### config.mk
export PLATFORM = sky130hd
export DESIGN_NAME = td4_seq
export DESIGN_NICKNAME = d
export VERILOG_FILES = /design/src/rtl/td4_pkg.sv /design/src/rtl/td4_decode.sv /design/src/rtl/td4_seq.sv
export SDC_FILE = /design/constraint.sdc
export NUM_CORES = 1
export LEC_CHECK = 0
export ABC_CLOCK_PERIOD_IN_PS = 3100
export BUFFER_PORTS_ARGS = -buffer_cell sky130_fd_sc_hd__buf_2
export CAP_MARGIN = 5
export CELL_PAD_IN_SITES_DETAIL_PLACEMENT = 2
export CELL_PAD_IN_SITES_GLOBAL_PLACEMENT = 2
export CORE_AREA = 8 8 51 53
export CTS_BUF_LIST = sky130_fd_sc_hd__clkbuf_8
export DETAILED_ROUTE_END_ITERATION = 10
export DIE_AREA = 0 0 59 61
export PLACE_DENSITY_LB_ADDON = 0.1
export SLEW_MARGIN = 20
export SYNTH_ARGS = -nofsm -noshare
export SYNTH_HDL_FRONTEND = slang
export SYNTH_SLANG_ARGS = --single-unit
### constraint.sdc
create_clock -name clk -period 3.1 [get_ports clk]
set_input_delay 0.155 -clock clk [delete_from_list [all_inputs] [get_ports clk]]
set_output_delay 0.155 -clock clk [all_outputs]
set_load 0.005 [all_outputs]
### src/rtl/td4_pkg.sv
// TD4 sequencer shared definitions: FSM state encoding, ALU source
// select codes and 4-bit opcode constants used by decode and bench.
package td4_pkg;

   typedef enum logic [1:0] {
      ST_IDLE  = 2'd0,
      ST_FETCH = 2'd1,
      ST_EXEC  = 2'd2
   } state_e;

   localparam logic [1:0] SEL_A    = 2'b00;
   localparam logic [1:0] SEL_B    = 2'b01;
   localparam logic [1:0] SEL_IN   = 2'b10;
   localparam logic [1:0] SEL_ZERO = 2'b11;

   localparam logic [3:0] OP_ADD_A = 4'h0;
   localparam logic [3:0] OP_MOV_AB = 4'h1;
   localparam logic [3:0] OP_IN_A  = 4'h2;
   localparam logic [3:0] OP_MOV_AI = 4'h3;
   localparam logic [3:0] OP_MOV_BA = 4'h4;
   localparam logic [3:0] OP_ADD_B = 4'h5;
   localparam logic [3:0] OP_IN_B  = 4'h6;
   localparam logic [3:0] OP_MOV_BI = 4'h7;
   localparam logic [3:0] OP_OUT_B = 4'h9;
   localparam logic [3:0] OP_OUT_I = 4'hB;
   localparam logic [3:0] OP_JNC   = 4'hE;
   localparam logic [3:0] OP_JMP   = 4'hF;

endpackage

### src/rtl/td4_decode.sv
// TD4 opcode decoder (combinational). Ports: op (ir[7:4]), cflag in;
// sel, ld_a_n, ld_b_n, ld_out_n, pc_ld_n out. Ungated by FSM state.
module td4_decode
   import td4_pkg::*;
(
   input  logic [3:0] op,
   input  logic       cflag,
   output logic [1:0] sel,
   output logic       ld_a_n,
   output logic       ld_b_n,
   output logic       ld_out_n,
   output logic       pc_ld_n
);

   always_comb begin
      sel      = SEL_ZERO;
      ld_a_n   = 1'b1;
      ld_b_n   = 1'b1;
      ld_out_n = 1'b1;
      pc_ld_n  = 1'b1;
      unique case (op)
         OP_ADD_A:  begin sel = SEL_A;    ld_a_n = 1'b0; end
         OP_MOV_AB: begin sel = SEL_B;    ld_a_n = 1'b0; end
         OP_IN_A:   begin sel = SEL_IN;   ld_a_n = 1'b0; end
         OP_MOV_AI: begin sel = SEL_ZERO; ld_a_n = 1'b0; end
         OP_MOV_BA: begin sel = SEL_A;    ld_b_n = 1'b0; end
         OP_ADD_B:  begin sel = SEL_B;    ld_b_n = 1'b0; end
         OP_IN_B:   begin sel = SEL_IN;   ld_b_n = 1'b0; end
         OP_MOV_BI: begin sel = SEL_ZERO; ld_b_n = 1'b0; end
         OP_OUT_B:  begin sel = SEL_B;    ld_out_n = 1'b0; end
         OP_OUT_I:  begin sel = SEL_ZERO; ld_out_n = 1'b0; end
         OP_JNC:    pc_ld_n = cflag;
         OP_JMP:    pc_ld_n = 1'b0;
         default:   ;
      endcase
   end

endmodule

### src/rtl/td4_seq.sv
// TD4 sequencer: IDLE/FETCH/EXEC FSM, instruction and carry registers.
// Ports: clk, reset (async, low), run, instr[7:0], carry_in in;
// pc_ce, pc_ld_n, ld_a_n, ld_b_n, ld_out_n, sel[1:0], imm[3:0], cflag,
// halted out. Macro TD4_STEP_EN adds step (in) and step_done (out).
module td4_seq
   import td4_pkg::*;
(
   input  logic       clk,
   input  logic       reset,
`ifdef TD4_STEP_EN
   input  logic       step,
   output logic       step_done,
`endif
   input  logic       run,
   input  logic [7:0] instr,
   input  logic       carry_in,
   output logic       pc_ce,
   output logic       pc_ld_n,
   output logic       ld_a_n,
   output logic       ld_b_n,
   output logic       ld_out_n,
   output logic [1:0] sel,
   output logic [3:0] imm,
   output logic       cflag,
   output logic       halted
);

   state_e     state_q, state_d;
   logic [7:0] ir_q;
   logic       cflag_q;
   logic       start;

   logic [1:0] dec_sel;
   logic       dec_a_n, dec_b_n, dec_o_n, dec_pc_n;
   logic       exec;

`ifdef TD4_STEP_EN
   logic step_s_q, step_p_q, stepping_q;
   logic step_go;

   // One sync flop, then a delayed copy for rising-edge detect.
   assign step_go = step_s_q & ~step_p_q & ~run
                    & (state_q == ST_IDLE);

   always_ff @(posedge clk or negedge reset) begin
      if (!reset) begin
         step_s_q   <= 1'b0;
         step_p_q   <= 1'b0;
         stepping_q <= 1'b0;
      end else begin
         step_s_q <= step;
         step_p_q <= step_s_q;
         if (step_go)
            stepping_q <= 1'b1;
         else if (state_q == ST_EXEC)
            stepping_q <= 1'b0;
      end
   end

   assign step_done = exec & stepping_q;
   assign start     = run | step_go;
`else
   assign start = run;
`endif

   always_comb begin
      state_d = state_q;
      unique case (state_q)
         ST_IDLE:  if (start) state_d = ST_FETCH;
         ST_FETCH: state_d = ST_EXEC;
         ST_EXEC:  state_d = run ? ST_FETCH : ST_IDLE;
         default:  state_d = ST_IDLE;
      endcase
   end

   always_ff @(posedge clk or negedge reset) begin
      if (!reset) begin
         state_q <= ST_IDLE;
         ir_q    <= 8'h00;
         cflag_q <= 1'b0;
      end else begin
         state_q <= state_d;
         if (state_q == ST_FETCH)
            ir_q <= instr;
         if (state_q == ST_EXEC)
            cflag_q <= carry_in;
      end
   end

   td4_decode u_dec (
      .op       (ir_q[7:4]),
      .cflag    (cflag_q),
      .sel      (dec_sel),
      .ld_a_n   (dec_a_n),
      .ld_b_n   (dec_b_n),
      .ld_out_n (dec_o_n),
      .pc_ld_n  (dec_pc_n)
   );

   // Strobes are gated by the state register, so an async reset
   // drops them immediately without waiting for a clock.
   assign exec     = (state_q == ST_EXEC);
   assign pc_ce    = exec;
   assign pc_ld_n  = ~exec | dec_pc_n;
   assign ld_a_n   = ~exec | dec_a_n;
   assign ld_b_n   = ~exec | dec_b_n;
   assign ld_out_n = ~exec | dec_o_n;
   assign sel      = exec ? dec_sel : SEL_ZERO;
   assign imm      = ir_q[3:0];
   assign cflag    = cflag_q;
   assign halted   = (state_q == ST_IDLE);

endmodule
# Yosys cells after proc, flatten, opt, wreduce, memory -nomap -nowiden
# Index checks and enable logic that the tools add are counted.
dict set report word_totals {
  register_bits 11
  latchBits 0
  mem_bits_rw 0
  rom_bits 0
  out_inout_bits 13
  wordCells 39
  mem_count 0
}
dict set report op_classes {
  n_addsub 0
  mul 0
  n_div 0
  magnitude_cmp 0
  n_eq_ne 14
  shift 0
  muxes 9
  bitwise_logic 5
  n_reduce_logical 8
}
# operator count
set ops {}
lappend ops {{4-bit by 3-bit == test with 1-bit output (second input constant)} 4}
lappend ops {{4-bit == test (second input constant)} 4}
lappend ops {{2-bit one-hot mux with 3 select lines} 2}
lappend ops {{4-bit by 2-bit == test with 1-bit output (second input constant)} 2}
lappend ops {{4-bit OR reduction} 2}
lappend ops {{2-bit OR reduction} 3}
lappend ops {{4-bit by 1-bit == test with 1-bit output (second input constant)} 1}
lappend ops {{4-bit zero test} 1}
lappend ops {{1-bit 2-to-1 mux} 4}
lappend ops {{2-bit 2-to-1 mux} 2}
lappend ops {{1-bit OR} 4}
lappend ops {{3-bit OR reduction} 1}
lappend ops {{2-bit by 1-bit == test with 1-bit output (second input constant)} 1}
lappend ops {{2-bit == test (second input constant)} 1}
lappend ops {{2-bit zero test} 1}
lappend ops {{2-bit != test (second input constant)} 1}
lappend ops {{1-bit one-hot mux with 2 select lines} 1}
lappend ops {{1-bit NOT} 1}

# Depth between registers and ports, before layout
dict set report depth {
  depth_word 4
  ltp_mapped 3
  ltp_nobuf 3
}

# Cells and area by module
# A second synthesis with hierarchy kept.
dict set report hier_totals {
  cells_unflattened 45
  hier_area_um2 579.3
}
# module instances cells_per_inst area_per_inst_um2 seq_area_each_um2
set by_module_without_submodules {}
lappend by_module_without_submodules {td4_seq 1 37 526.8 275.3}
lappend by_module_without_submodules {td4_decode 1 8 52.6 0.0}

# Worst setup path before layout
# No wires, ideal clock.
dict set report synth_path {
  path_type {reg-to-reg}
  start {register state_q[0]}
  end {register cflag_q (netlist: cflag)}
  setup_time_ns 0.127
  arrival_ns 0.952
  required_time_ns 2.973
  slack_ns 2.020
  stages_incl_launch_ff 4
  path_buffers 0
  synth_period_minus_slack_ns 1.080
  cell_sequence {dfrtp_1 -> nand2b_2 -> inv_2 -> mux2_1}
}
dict set report synth_between {
  elab_chain_len 1
}
# element line_no
set synth_lines {}
lappend synth_lines {{start, declared} td4_seq.sv:28} ;# state_e state_q, state_d;
lappend synth_lines {{start signal, assigned} td4_seq.sv:82} ;# state_q <= state_d;
lappend synth_lines {{2-bit == test} n/a}
lappend synth_lines {{net pc_ce} td4_seq.sv:17} ;# output logic pc_ce,
lappend synth_lines {{end signal, assigned} td4_seq.sv:86} ;# cflag_q <= carry_in;
lappend synth_lines {{end, declared} td4_seq.sv:30} ;# logic cflag_q;
# The timed path passes the listed nets, and every way through them passes these cells.
# A chain may end at the register's enable or synchronous reset.

# Final worst setup path
dict set report layout_path {
  start {register state_q[0]}
  end {output sel[0]}
}
dict set report layout_between {
  elab_chain_len 2
}
# element line_no
set layout_lines {}
lappend layout_lines {{2-bit == test} td4_seq.sv:102} ;# assign exec = (state_q == ST_EXEC);
lappend layout_lines {{2-bit 2-to-1 mux} td4_seq.sv:108} ;# assign sel = exec ? dec_sel : SEL_ZERO;
lappend layout_lines {{end, declared} td4_seq.sv:22} ;# output logic [1:0] sel,
# Every way passes these cells.

==> flow_summary.html <==
<table>
<tr><th>Metric</th><th>Value</th></tr>
<tr><th colspan="2">Status</th></tr>
<tr><td>Status</td><td>completed</td></tr>
<tr><th colspan="2">Timing</th></tr>
<tr><td>Relative max-transition margin</td><td>0.5936</td></tr>
<tr><td>Max Freq</td><td>0.6955 GHz</td></tr>
<tr><td>Endpoints failing hold</td><td>0</td></tr>
<tr><td>Final setup violation count</td><td>0</td></tr>
<tr><td>Worst Hold Slack</td><td>0.1455 ns</td></tr>
<tr><td>Accumulated negative setup slack</td><td>0 ns</td></tr>
<tr><td>Time the final worst path needs with I/O delays and setup</td><td>1.438 ns</td></tr>
<tr><td>Final Slew Violations</td><td>0</td></tr>
<tr><td>Final Cycle Share</td><td>0.4638</td></tr>
<tr><td>Setup repair after global routing missed its margin</td><td>false</td></tr>
<tr><td>Pin slew with the least headroom to its limit</td><td>0.6069 ns</td></tr>
<tr><td>Post-route clock skew</td><td>0.005088 ns</td></tr>
<tr><th colspan="2">Worst setup path</th></tr>
<tr><td>Critical path class</td><td>flip-flop to output port</td></tr>
<tr><td>Startpoint of the most critical register-to-register path</td><td>state_q[0]</td></tr>
<tr><td>List of cells traversed by the critical path</td><td>nand2b_2 &gt; or3_1 &gt; buf_2</td></tr>
<tr><td>Register-to-register setup slack</td><td>1.72 ns</td></tr>
<tr><td>Data arrival time of the critical path</td><td>1.28 ns</td></tr>
<tr><td>Startpoint type of the worst setup path</td><td>flip-flop</td></tr>
<tr><td>Cell with the biggest individual delay on the critical path</td><td>sky130_fd_sc_hd__dfrtp_1</td></tr>
<tr><td>Data required time of the worst path</td><td>2.94 ns</td></tr>
<tr><td>Critical path launch point</td><td>state_q[0]</td></tr>
<tr><td>Cells on worst reg2reg path</td><td>2</td></tr>
<tr><td>Slowest stage delay, CP</td><td>0.40 ns</td></tr>
<tr><td>Maximum fanout along the worst path</td><td>4</td></tr>
<tr><td>Nature of the critical path endpoint</td><td>output port</td></tr>
<tr><td>FF-to-FF End</td><td>ir_q[4]</td></tr>
<tr><th colspan="2">Clocking</th></tr>
<tr><td>Number of buffers inserted during clock tree synthesis</td><td>3</td></tr>
<tr><td>Insertion delay of the later-clocked pin in the worst-skew pair</td><td>0.23 ns</td></tr>
<tr><td>Root cell of the clock tree</td><td>sky130_fd_sc_hd__clkbuf_8</td></tr>
<tr><td>Total of cells resized after clock tree synthesis</td><td>0</td></tr>
<tr><td>Htree depth</td><td>1</td></tr>
<tr><td>Cts-stage hold buffer count</td><td>1</td></tr>
<tr><td>Clk sinks</td><td>11</td></tr>
<tr><td>CTS clk-pin slew, worst paths</td><td>0.05 ns</td></tr>
<tr><td>Post-CTS setup-driven buffer insertion count</td><td>0</td></tr>
<tr><td>Maximum buffer depth of the clock tree</td><td>2</td></tr>
<tr><td>CTS tree</td><td>built</td></tr>
<tr><th colspan="2">Pwr</th></tr>
<tr><td>Power density normalized to cell area</td><td>589.8 mW/mm^2</td></tr>
<tr><td>Maximum vdd ir drop</td><td>0.3319 mV</td></tr>
<tr><td>Leakage</td><td>0.3441 nW</td></tr>
<tr><th colspan="2">Synth</th></tr>
<tr><td>Number of synthesized flops with an enable pin</td><td>0</td></tr>
<tr><td>Synthesized instance count</td><td>39</td></tr>
<tr><td>Mean instance size in the synthesized netlist</td><td>13.96 sq um</td></tr>
<tr><td>Post-synth cell types</td><td>18</td></tr>
<tr><td>Async S/R FF share, synth</td><td>1.000</td></tr>
<tr><td>Post-synth top flop</td><td>sky130_fd_sc_hd__dfrtp_1</td></tr>
<tr><td>Post-synthesis sequential area ratio</td><td>0.5057</td></tr>
<tr><td>Number of warnings printed during yosys synthesis</td><td>0</td></tr>
<tr><td>Syn Nets</td><td>51</td></tr>
<tr><td>Combined area of all synthesized cells</td><td>544.3 sq um</td></tr>
<tr><td>Register bit total from synthesis</td><td>11</td></tr>
<tr><th colspan="2">Hold path</th></tr>
<tr><td>Hold crit path type</td><td>primary input to flip-flop</td></tr>
<tr><td>Worst-case hold path end point</td><td>state_q[0]</td></tr>
<tr><td>Worst hold path cell count</td><td>2</td></tr>
<tr><td>Hold path startpoint</td><td>run</td></tr>
<tr><th colspan="2">Global route</th></tr>
<tr><td>Global-route wire length before repair</td><td>2.104 mm</td></tr>
<tr><td>Initial antenna violation count</td><td>0</td></tr>
<tr><td>Gr usage total</td><td>0.07756</td></tr>
<tr><td>Pin count of the biggest net entering global routing</td><td>12</td></tr>
<tr><td>Congestion Overflow GR</td><td>0</td></tr>
<tr><td>Number of global-route vias before repair</td><td>418</td></tr>
<tr><th colspan="2">Die</th></tr>
<tr><td>Initial core utilization</td><td>0.2955</td></tr>
<tr><td>Die Span X</td><td>59 microns</td></tr>
<tr><td>Number of cell rows</td><td>16</td></tr>
<tr><td>I/O pins</td><td>25</td></tr>
<tr><td>Total die area</td><td>0.003599 sq mm</td></tr>
<tr><td>Placeable core region</td><td>0.001842 sq mm</td></tr>
<tr><td>Overall die height</td><td>61 microns</td></tr>
<tr><th colspan="2">Route</th></tr>
<tr><td>Final Routed Wirelength</td><td>1.246 mm</td></tr>
<tr><td>Drt first-iter violations</td><td>1</td></tr>
<tr><td>Remaining antenna violation count after routing</td><td>0</td></tr>
<tr><td>WL/cell</td><td>13.84 microns</td></tr>
<tr><td>Number of remaining DRC errors</td><td>0</td></tr>
<tr><td>Router iterations before antenna repair</td><td>2</td></tr>
<tr><td>Detailed-route via count</td><td>377</td></tr>
<tr><td>Ratio of routed vias to standard cells</td><td>4.189</td></tr>
<tr><th colspan="2">Layout</th></tr>
<tr><td>Layout area overhead</td><td>31.03%</td></tr>
<tr><td># nets final</td><td>76</td></tr>
<tr><td>Share of cells above drive strength 1</td><td>0.6349</td></tr>
<tr><td>Antenna diode instance count</td><td>0</td></tr>
<tr><td>Number of filler instances in the final layout</td><td>205</td></tr>
<tr><th colspan="2">Placed design</th></tr>
<tr><td>Port-buffer cells</td><td>24</td></tr>
<tr><td>Post-detail-place hpwl</td><td>1.010 mm</td></tr>
<tr><td>Last weighted congestion value of the routability-driven placer</td><td>0.6299</td></tr>
<tr><th colspan="2">Run</th></tr>
<tr><td>Max-cap violations</td><td>0</td></tr>
</table>
-- per-stage QoR --
step,power (mW),cells,utilization,area [sq um],worst slack [ns]
after floorplan,0.2586,39,-,544.3,2.020
after global placement,0.2825,85,0.3567,656.9,1.714
after detailed placement,0.2849,85,0.3567,656.9,1.700
after CTS,0.4324,90,0.3872,713.2,1.642
after global routing,0.4512,90,0.3872,713.2,1.595
final,0.4206,90,0.3872,713.2,1.662
-- cell usage after synthesis, types with 2 or more instances --
cell type | n | area share
sky130_fd_sc_hd__mux2_4 | 8 | 0.22
sky130_fd_sc_hd__dfrtp_1 | 11 | 0.51
sky130_fd_sc_hd__or3_1 | 2 | 0.023
sky130_fd_sc_hd__buf_4 | 4 | 0.055
-- routing by layer --
metal | share of wire | track usage
met1 | 0.47 | 0.09466
met2 | 0.44 | 0.1153
met3 | 0.091 | 0.04237
met4 | 0 | 0.02048
met5 | 0 | 0
-- state kept, by name, summed over array words and instances, names as in the netlist --
register  cells
state_q       2
ir_q          8
cflag         1
-- logic make-up (layout without fill, tap and decap cells) --
group,count (synthesis),in the layout,synth area share
AND/OR/NAND/NOR,10,10,0.1311
buffers and inverters,7,31,0.08964
AO/OA/AOI/OAI,2,2,0.03219
multiplexers,9,9,0.2414
flip-flops,11,11,0.5057
-- cells in the final DEF, fill, tap and decap left out --
| master | n |
|---|---|
| sky130_fd_sc_hd__a211o_1 | 1 |
| sky130_fd_sc_hd__nor2b_2 | 1 |
| sky130_fd_sc_hd__inv_2 | 1 |
| sky130_fd_sc_hd__nand3b_1 | 1 |
| sky130_fd_sc_hd__o2111ai_1 | 1 |
| sky130_fd_sc_hd__inv_1 | 1 |
| sky130_fd_sc_hd__and2_1 | 1 |
| sky130_fd_sc_hd__nand4b_1 | 1 |
| sky130_fd_sc_hd__buf_2 | 24 |
| sky130_fd_sc_hd__and2b_2 | 1 |
| sky130_fd_sc_hd__or3_1 | 2 |
| sky130_fd_sc_hd__nor2_1 | 1 |
| sky130_fd_sc_hd__dlygate4sd3_1 | 1 |
| sky130_fd_sc_hd__nand2b_2 | 1 |
| sky130_fd_sc_hd__dfrtp_1 | 11 |
| sky130_fd_sc_hd__nand2b_1 | 1 |
| sky130_fd_sc_hd__clkinv_2 | 1 |
| sky130_fd_sc_hd__mux2_1 | 1 |
| sky130_fd_sc_hd__clkbuf_8 | 3 |
| sky130_fd_sc_hd__mux2_4 | 8 |
-- critical path: cells and delay by family, from the launching register on --
kind	cells	cell delay (ns)
buf+inv	1	0.13
simple gates	2	0.52
flops	1	0.40
-- power breakdown --
part / switching, mW / internal [mW] / leakage, nW
sequential: 0.0235 / 0.170 / 0.131
clock: 0.0516 / 0.0881 / 0.0255
combinational: 0.0304 / 0.0575 / 0.188
total: 0.106 / 0.315 / 0.344
-- layout make-up --
cell class	instances	area [sq um]	area share
clock buffers	3	41.29	0.05789
clock inverters	1	5.005	0.007018
repair buffers	25	130.1	0.1825
well taps	27	33.78	0.04737
inverters	2	7.507	0.01053
multi-input cells	21	220.2	0.3088
flip-flops and latches	11	275.3	0.3860
-- how the worst max path moves through the flow --
stage | endpoint | depth (start not counted)
2_1_floorplan | cflag | 3
3_3_place_gp | ir_q[5] | 2
3_5_place_dp | ir_q[0] | 2
4_1_cts | sel[0] | 3
5_1_grt | ld_a_n | 3
6_report | sel[0] | 3
Note: power is estimated with default switching activity, not from simulation.
